## src/rtl/fib_pkg.sv

```systemverilog
// Shared encodings for the Fibonacci controller: ALU opcodes, operand-mux
// selects and the controller state enumeration.
package fib_pkg;

  localparam logic [2:0] OP_ZERO  = 3'b000;
  localparam logic [2:0] OP_ONE   = 3'b001;
  localparam logic [2:0] OP_INC   = 3'b010;
  localparam logic [2:0] OP_DEC   = 3'b011;
  localparam logic [2:0] OP_PASS1 = 3'b100;
  localparam logic [2:0] OP_ADD   = 3'b110;
  localparam logic [2:0] OP_PASS2 = 3'b111;

  localparam logic [1:0] IN1_A = 2'd0;
  localparam logic [1:0] IN1_B = 2'd1;
  localparam logic [1:0] IN1_C = 2'd2;
  localparam logic [1:0] IN1_N = 2'd3;

  localparam logic [1:0] IN2_A = 2'd0;
  localparam logic [1:0] IN2_B = 2'd1;
  localparam logic [1:0] IN2_T = 2'd2;

  typedef enum logic [3:0] {
    S_IDLE   = 4'd0,
    S_INIT_A = 4'd1,
    S_INIT_B = 4'd2,
    S_LOAD_C = 4'd3,
    S_DEC_C  = 4'd4,
    S_ADD_T  = 4'd5,
    S_MOV_A  = 4'd6,
    S_MOV_B  = 4'd7,
    S_CLR_B  = 4'd8,
    S_DONE   = 4'd9
  } state_e;

endpackage

```

## src/rtl/fib_controller_if.sv

```systemverilog
// Request handshake plus the control bus between the Fibonacci controller
// (master) and its requester/datapath (slave).
interface fib_controller_if #(
  parameter int SIZE = 4
);

  logic            start;
  logic [SIZE-1:0] n;
  logic            zero_flag;
  logic [SIZE-1:0] n_q;
  logic [2:0]      alu_opcode;
  logic [1:0]      in1_sel;
  logic [1:0]      in2_sel;
  logic            we_a;
  logic            we_b;
  logic            we_t;
  logic            we_c;
  logic            busy;
  logic            done;

  modport master (
    input  start, n, zero_flag,
    output n_q, alu_opcode, in1_sel, in2_sel,
    output we_a, we_b, we_t, we_c, busy, done
  );

  modport slave (
    output start, n, zero_flag,
    input  n_q, alu_opcode, in1_sel, in2_sel,
    input  we_a, we_b, we_t, we_c, busy, done
  );

endinterface

```

## src/rtl/fib_controller.sv

```systemverilog
// Moore FSM that sequences a shared ALU and the A/B/T/C registers to leave
// F(n) in B. Only the latched n is held here; all other values live in the datapath.
module fib_controller
  import fib_pkg::*;
#(
  parameter int SIZE = 4
) (
  input  logic             clk,
  input  logic             rst,
  fib_controller_if.master bus
);

  state_e          state_q, state_d;
  logic [SIZE-1:0] n_latch_q, n_latch_d;

  // NOTE: sequential state uses non-blocking assignments so every flop
  // samples the pre-edge values of its neighbours.
  always_ff @(posedge clk) begin
    if (rst) begin
      state_q   <= S_IDLE;
      n_latch_q <= '0;
    end else begin
      state_q   <= state_d;
      n_latch_q <= n_latch_d;
    end
  end

  assign bus.n_q = n_latch_q;

  // NOTE: every output gets a default before the case so no path can
  // leave a signal unassigned and infer a latch.
  always_comb begin
    state_d        = state_q;
    n_latch_d      = n_latch_q;
    bus.alu_opcode = OP_ZERO;
    bus.in1_sel    = IN1_A;
    bus.in2_sel    = IN2_A;
    bus.we_a       = 1'b0;
    bus.we_b       = 1'b0;
    bus.we_t       = 1'b0;
    bus.we_c       = 1'b0;
    bus.busy       = 1'b1;
    bus.done       = 1'b0;

    case (state_q)
      S_IDLE: begin
        bus.busy = 1'b0;
        if (bus.start) begin
          n_latch_d = bus.n;
          state_d   = S_INIT_A;
        end
      end
      S_INIT_A: begin
        bus.we_a = 1'b1;
        state_d  = S_INIT_B;
      end
      S_INIT_B: begin
        bus.alu_opcode = OP_ONE;
        bus.we_b       = 1'b1;
        state_d        = S_LOAD_C;
      end
      // n == 0 shows up as a zero result while C is loaded.
      S_LOAD_C: begin
        bus.alu_opcode = OP_PASS1;
        bus.in1_sel    = IN1_N;
        bus.we_c       = 1'b1;
        state_d        = bus.zero_flag ? S_CLR_B : S_DEC_C;
      end
      S_DEC_C: begin
        bus.alu_opcode = OP_DEC;
        bus.in1_sel    = IN1_C;
        bus.we_c       = 1'b1;
        state_d        = bus.zero_flag ? S_DONE : S_ADD_T;
      end
      S_ADD_T: begin
        bus.alu_opcode = OP_ADD;
        bus.in1_sel    = IN1_A;
        bus.in2_sel    = IN2_B;
        bus.we_t       = 1'b1;
        state_d        = S_MOV_A;
      end
      S_MOV_A: begin
        bus.alu_opcode = OP_PASS2;
        bus.in2_sel    = IN2_B;
        bus.we_a       = 1'b1;
        state_d        = S_MOV_B;
      end
      S_MOV_B: begin
        bus.alu_opcode = OP_PASS2;
        bus.in2_sel    = IN2_T;
        bus.we_b       = 1'b1;
        state_d        = S_DEC_C;
      end
      S_CLR_B: begin
        bus.we_b = 1'b1;
        state_d  = S_DONE;
      end
      S_DONE: begin
        bus.done = 1'b1;
        state_d  = S_IDLE;
      end
      default: state_d = S_IDLE;
    endcase
  end

endmodule
```

## src/flat_wrapper.sv

```systemverilog
// flat-port wrapper written by rule: the top's interface ports become plain ports
module fib_controller_flat import fib_pkg::*;
#(
  parameter int SIZE = 4
)
  (clk, rst, bus_start, bus_n, bus_zero_flag, bus_n_q, bus_alu_opcode, bus_in1_sel, bus_in2_sel, bus_we_a, bus_we_b, bus_we_t, bus_we_c, bus_busy, bus_done);
  fib_controller_if #(.SIZE(SIZE)) bus_i ();
  input  logic clk;
  input  logic rst;
  input wire logic [$bits(bus_i.start)-1:0] bus_start;
  input wire logic [$bits(bus_i.n)-1:0] bus_n;
  input wire logic [$bits(bus_i.zero_flag)-1:0] bus_zero_flag;
  output wire logic [$bits(bus_i.n_q)-1:0] bus_n_q;
  output wire logic [$bits(bus_i.alu_opcode)-1:0] bus_alu_opcode;
  output wire logic [$bits(bus_i.in1_sel)-1:0] bus_in1_sel;
  output wire logic [$bits(bus_i.in2_sel)-1:0] bus_in2_sel;
  output wire logic [$bits(bus_i.we_a)-1:0] bus_we_a;
  output wire logic [$bits(bus_i.we_b)-1:0] bus_we_b;
  output wire logic [$bits(bus_i.we_t)-1:0] bus_we_t;
  output wire logic [$bits(bus_i.we_c)-1:0] bus_we_c;
  output wire logic [$bits(bus_i.busy)-1:0] bus_busy;
  output wire logic [$bits(bus_i.done)-1:0] bus_done;
  assign bus_i.start = bus_start;
  assign bus_i.n = bus_n;
  assign bus_i.zero_flag = bus_zero_flag;
  assign bus_n_q = bus_i.n_q;
  assign bus_alu_opcode = bus_i.alu_opcode;
  assign bus_in1_sel = bus_i.in1_sel;
  assign bus_in2_sel = bus_i.in2_sel;
  assign bus_we_a = bus_i.we_a;
  assign bus_we_b = bus_i.we_b;
  assign bus_we_t = bus_i.we_t;
  assign bus_we_c = bus_i.we_c;
  assign bus_busy = bus_i.busy;
  assign bus_done = bus_i.done;
  fib_controller #(.SIZE(SIZE)) u_core (.clk(clk), .rst(rst), .bus(bus_i));
endmodule
```

## config.mk

```make
export PLATFORM = sky130hd
export DESIGN_NAME = fib_controller_flat
export DESIGN_NICKNAME = d
export VERILOG_FILES = /design/src/rtl/fib_pkg.sv /design/src/rtl/fib_controller_if.sv /design/src/rtl/fib_controller.sv /design/src/flat_wrapper.sv
export SDC_FILE = /design/constraint.sdc
export NUM_CORES = 1
export LEC_CHECK = 0
export ABC_AREA = 1
export BUFFER_PORTS_ARGS = -buffer_cell sky130_fd_sc_hd__buf_2
export CORE_AREA = 2 2 39 41
export DETAILED_ROUTE_END_ITERATION = 6
export DIE_AREA = 0 0 41 43
export PLACE_DENSITY_LB_ADDON = 0.25
export SLEW_MARGIN = 10
export SYNTH_ARGS = -nofsm -noshare
export SYNTH_HDL_FRONTEND = slang
export SYNTH_SLANG_ARGS = --single-unit
export TNS_END_PERCENT = 100
```

## constraint.sdc

```tcl
create_clock -name clk -period 1.3 [get_ports clk]
set_input_delay 0.26 -clock clk [delete_from_list [all_inputs] [get_ports clk]]
set_output_delay 0.26 -clock clk [all_outputs]
set_load 0.005 [all_outputs]
```

==> flow_metrics.env, run 1 <==
export IMPL_outcome="complete, but fails checks"
export IMPL_violations="negative setup slack"
export IMPL_drt_iter0_drc=4
export IMPL_max_freq_mhz=706.7
export IMPL_finalNetCount=123
export IMPL_cts_root_buf="clkbuf_4"
export IMPL_slew_viol_final=0
export IMPL_final_core_util_pct=56.78
export IMPL_worstSkewPairLatency_ns=0.25
export IMPL_grt_pass1_vias=475
export IMPL_antenna_cells=0
export IMPL_slowest_stage="dfxtp_2"
export IMPL_worst_ep_required_time_ns=1.04
export IMPL_peakVddDrop_v=0.0005636
export IMPL_wl_per_cell_um=9.194
export IMPL_gp_congestion=0.6577
export IMPL_cts_hold_buf=0
export IMPL_ff2ff_setup_slack_ns=0.17
export IMPL_clk_pin_slew_ns=0.05
export IMPL_num_rows=14
export IMPL_wl_mm=1.186
export IMPL_finClkSkew_ns=0.001007
export IMPL_finalCritPeriodShare_pct=108.8
export IMPL_finalHoldViolCount=0
export IMPL_via_count=574
export IMPL_die_area_mm2=0.001763
export IMPL_grt_max_degree=9
export IMPL_power_density_mw_per_mm2=987.4
export IMPL_max_stage_delay_ns=0.32
export IMPL_fin_tns_setup_ns=-0.7407
export IMPL_clock_path_buffers=2
export IMPL_post_route_min_period_ns=1.415
export IMPL_ys_seq_elements=8
export IMPL_die_w_um=41
export IMPL_worst_setup_path_type="reg -> out"
export IMPL_path_max_fanout=5
export IMPL_syn_avg_cell_area_um2=6.532
export IMPL_setup_viol=11
export IMPL_netlist_instances=77
export IMPL_max_cap_viol_count=0
export IMPL_setup_slack_ns=-0.1150
export IMPL_io_buffers=24
export IMPL_drive_gt1_share_pct=53.98
export IMPL_hold_path_class="in -> reg"
export IMPL_max_slew_margin_pct=85.53
export IMPL_endpoint_kind="output port"
export IMPL_critPathLaunchType="flip-flop"
export IMPL_synth_seq_area_share_pct=31.84
export IMPL_die_y_um=43
export IMPL_syn_nets=85
export IMPL_via_per_inst=4.450
export IMPL_dp_hpwl_um=840.5
export IMPL_cts_buffers=3
export IMPL_critical_path_cell_chain="buf_6 -> nor2_4 -> buf_4 -> nand2_2 -> buf_2"
export IMPL_start_util_pct=36.35
export IMPL_grt_total_usage_pct=14.62
export IMPL_dp_slack_ns=0.006137
export IMPL_finalInstanceArea_um2=785.8
export IMPL_p_leak_uw=0.0004707
export IMPL_area_growth_pct=56.22
export IMPL_drtAntennaViolNets=0
export IMPL_ys_warn_count=0
export IMPL_coreArea_mm2=0.001384
export IMPL_critPathArrivalTime_ns=1.16
export IMPL_rsz0062_at_grt="yes"
export IMPL_clock_sinks=8
export IMPL_dpl_cell_area_um2=650.6
export IMPL_antenna_found_initial=0
export IMPL_drc=0
export IMPL_grt_pass1_wl_mm=1.800
export IMPL_drt_pass1_iterations=2
export IMPL_cts_tree="built"
export IMPL_synthDistinctLibCells=20
export IMPL_gr_total_overflow=0
export IMPL_syn_area_um2=503.0
export IMPL_tightest_slew_ns=0.2150
export IMPL_pin_count=25
export IMPL_cts_htree_levels=1
cells in the mapped netlist, drive strengths merged:
cell type	instances	share of area, %
dfxtp	8	32
nor4	1	1.2
inv	16	12
nor3	1	2.0
o211ai	1	1.5
o22ai	1	1.2
a21oi	1	0.99
o21ai	1	0.99
clkinv	1	0.75
a211oi	1	1.5
nor2	15	18
nand2	21	16
nand3	8	10
buf	1	1.5
worst max-delay path: cells and delay by family (launching register included):
family                 cells  cell delay [ns]
AND/OR/NAND/NOR            2             0.19
buffers and inverters      3             0.39
flip-flops                 1             0.32
sequential cells by signal, summed over array words and instances (netlist names):
signal	count
u_core.bus.n_q	4
u_core.state_q	4
repair_timing:
action / in CTS / in global routing
setup buffers: 7 / 1
gates resized for setup: 19 / 4
gates cloned: 0 / 0
pin swaps: 3 / 2
setup endpoints to repair: 12 / 13
endpoints found under the hold margin: 0 / 0
logic make-up after synthesis:
| family | Yosys count | synth area share (%) |
|---|---|---|
| buf+inv | 18 | 14.18 |
| compound gates | 5 | 6.219 |
| flops | 8 | 31.84 |
| simple gates | 46 | 47.76 |
cells in the final DEF, fill, tap and decap left out, drive strengths merged:
cell type / instances
nor4: 1
o21ai: 1
dfxtp: 8
clkbuf: 3
clkinv: 1
nand2: 21
nor2: 15
buf: 34
nand3: 8
inv: 16
a211oi: 1
a21oi: 1
o22ai: 1
nor3: 1
o211ai: 1
per-stage QoR:
stage	std cells	power [µW]	hold slack, ns
6_report	129	775.9	0.1771
5_1_grt	129	833.5	0.1759
4_1_cts	128	774.5	0.1682
3_5_place_dp	118	526.9	0.4506
3_3_place_gp	118	522.1	0.4455
2_1_floorplan	77	447.6	0.3387
layer usage:
layer / part of all wire (%) / track usage (%) / wire [µm]
met5: 0 / 0 / 0
met4: 1.2 / 6.000 / 14
met3: 7.8 / 1.571 / 92
met2: 48 / 24.38 / 565
met1: 43 / 17.92 / 512
cell type report:
| cell class | instances | area, µm² |
|---|---|---|
| clock buffer | 3 | 22.52 |
| inverter | 17 | 67.56 |
| fill | 150 | 598.1 |
| multi-input combinational | 51 | 300.3 |
| tap | 16 | 20.02 |
| sequential | 8 | 170.2 |
| timing repair buffer | 34 | 205.2 |
final timing paths:
check               startpoint           endpoint  depth (start not counted)
min                        rst  u_core.state_q[1]                          2
max reg2reg  u_core.state_q[0]  u_core.bus.n_q[0]                          7
min reg2reg  u_core.state_q[0]  u_core.state_q[0]                          1
max          u_core.state_q[2]           bus_busy                          5
where the power goes:
part	internal, µW	switching, µW	total [µW]
logic	134	140	274
registers	275	38.7	314
clock network	106	82.7	188
total	515	261	776
Power figures use the tool's default switching activity.
==> run 2: changes to the inputs <==
- clock period: 1.3 -> 1.5 ns (I/O delays scaled with it)
==> run 2 against run 1 <==
The run now ends clean. Routed wire length increased by 2.7%. Design area up 0.16%. Via count is 1.9% higher. Final cell count did not move. Worst setup slack gained 0.18 ns. Critical path type unchanged. Largest cell class unchanged. Highest routed layer unchanged.
==> flow_metrics.env, run 2 (synthesized netlist as in run 1, its figures left out) <==
export IMPL_pin_count=25
export IMPL_wl_met3_um=87
export IMPL_whs_ns=0.2148
export IMPL_slowest_stage="dfxtp_4"
export IMPL_setup_viol=0
export IMPL_antenna_found_initial=0
export IMPL_gr_total_overflow=0
export IMPL_critical_path_cell_chain="inv_4 -> nor2_4 -> inv_2 -> o22ai_1 -> buf_2"
export IMPL_max_stage_delay_ns=0.37
export IMPL_hold_end="u_core.state_q[1]"
export IMPL_critical_path_top_delay_family="flip-flops"
export IMPL_post_route_min_period_ns=1.432
export IMPL_worstSkewPairLatency_ns=0.25
export IMPL_final_cell_count_no_fill=129
export IMPL_worstReg2RegStart="u_core.state_q[0]"
export IMPL_cts_buffers=3
export IMPL_rr_endpoint="u_core.bus.n_q[0]"
export IMPL_peakVddDrop_v=0.0004787
export IMPL_placed_cells=116
export IMPL_wl_mm=1.218
export IMPL_worst_setup_path_type="reg -> out"
export IMPL_grt_pass1_vias=426
export IMPL_gp_congestion=0.6697
export IMPL_cts_htree_levels=1
export IMPL_drt_pass1_iterations=4
export IMPL_regArea_um2=175.2
export IMPL_finClkSkew_ns=0.002138
export IMPL_ff2ff_setup_slack_ns=0.47
export IMPL_rsz0062_at_grt="yes"
export IMPL_finalHoldViolCount=0
export IMPL_cts_root_buf="clkbuf_4"
export IMPL_via_count=585
export IMPL_clock_path_buffers=2
export IMPL_io_buffers=24
export IMPL_max_freq_mhz=698.1
export IMPL_power_density_mw_per_mm2=847.2
export IMPL_slew_viol_final=0
export IMPL_cts_hold_buf=0
export IMPL_grt_total_usage_pct=14.21
export IMPL_wl_per_cell_um=9.442
export IMPL_fillers=135
export IMPL_drt_iter0_drc=4
export IMPL_max_slew_margin_pct=86.14
export IMPL_wl_met1_um=501
export IMPL_min_from="rst"
export IMPL_multiInputGateArea_um2=301.5
export IMPL_p_leak_uw=0.0004775
export IMPL_die_y_um=43
export IMPL_antenna_cells=0
export IMPL_grt_max_degree=9
export IMPL_dp_hpwl_um=816.8
export IMPL_coreArea_mm2=0.001384
export IMPL_drc=0
export IMPL_via_per_inst=4.535
export IMPL_final_common_cell="buf_2"
export IMPL_grt_pass1_wl_mm=1.697
export IMPL_num_rows=14
export IMPL_clk_pin_slew_ns=0.06
export IMPL_critPathLaunchType="flip-flop"
export IMPL_path_max_fanout=4
export IMPL_hold_path_class="in -> reg"
export IMPL_finalNetCount=123
export IMPL_dpl_cell_area_um2=635.6
export IMPL_endpoint_kind="output port"
export IMPL_routed_top_layer="met4"
export IMPL_final_cell_mix="buf_2 (24), nand2_1 (17), inv_1 (12)"
export IMPL_critPathArrivalTime_ns=1.13
export IMPL_finalCritPeriodShare_pct=95.50
export IMPL_cts_tree="built"
export IMPL_min_delay_path_depth=2
export IMPL_tightest_slew_ns=0.2077
export IMPL_wl_met2_um=622
export IMPL_die_area_mm2=0.001763
export IMPL_outcome="completed"
export IMPL_clock_sinks=8
export IMPL_fin_tns_setup_ns=0
export IMPL_drive_gt1_share_pct=52.21
export IMPL_max_cap_viol_count=0
export IMPL_drtAntennaViolNets=0
export IMPL_worst_ep_required_time_ns=1.20
export IMPL_area_growth_pct=56.47
export IMPL_start_util_pct=36.35
export IMPL_rr_worst_depth=5
export IMPL_p_total_uw=666.7
export IMPL_cp_num_buf_inv=3
export IMPL_finalInstanceArea_um2=787.0
export IMPL_die_w_um=41
## run 2: power by group
| part | leakage (µW) | switching (µW) | internal [µW] |
|---|---|---|---|
| clock | 0.0000138 | 71.8 | 91.5 |
| sequential | 0.0000687 | 33.6 | 236 |
| combinational | 0.000395 | 121 | 113 |
| total | 0.000477 | 227 | 440 |
## run 2: layout make-up
cell class	count	area share, %
inverter	17	8.744
sequential	8	22.26
tap	16	2.544
multi-input combinational	51	38.31
clock buffer	3	2.862
timing repair buffer	34	25.28
## run 2: timing repair
action	4_1_cts	5_1_grt
setup endpoints to repair	10	11
pin swaps	2	3
resized for setup	6	18
setup buffers	4	6
## run 2: layer usage
metal  vias up  GRT usage (%)
li1        310              -
met1       253          16.94
met2        20          21.25
met3         2          3.141
met4         0          10.00
met5         -              0
## run 2: worst max-delay path by stage
stage / start / to / slack [ns] / cells past startpoint
2_1_floorplan: u_core.state_q[2] / bus_in1_sel[1] / 0.12 / 5
3_3_place_gp: u_core.state_q[2] / bus_in1_sel[1] / 0.19 / 5
3_5_place_dp: u_core.state_q[2] / bus_in1_sel[1] / 0.12 / 5
4_1_cts: u_core.state_q[0] / bus_alu_opcode[0] / 0.0009 / 4
5_1_grt: u_core.state_q[0] / bus_we_a / -0.01 / 5
6_report: u_core.state_q[2] / bus_we_a / 0.07 / 5
## run 2: per-stage QoR
step | setup slack (ns) | utilization [%]
floorplan | 0.1155 | -
global placement | 0.1891 | 45.93
detailed placement | 0.1212 | 45.93
CTS | 0.0008931 | 50.09
global route | -0.01044 | 56.87
finish | 0.06755 | 56.87
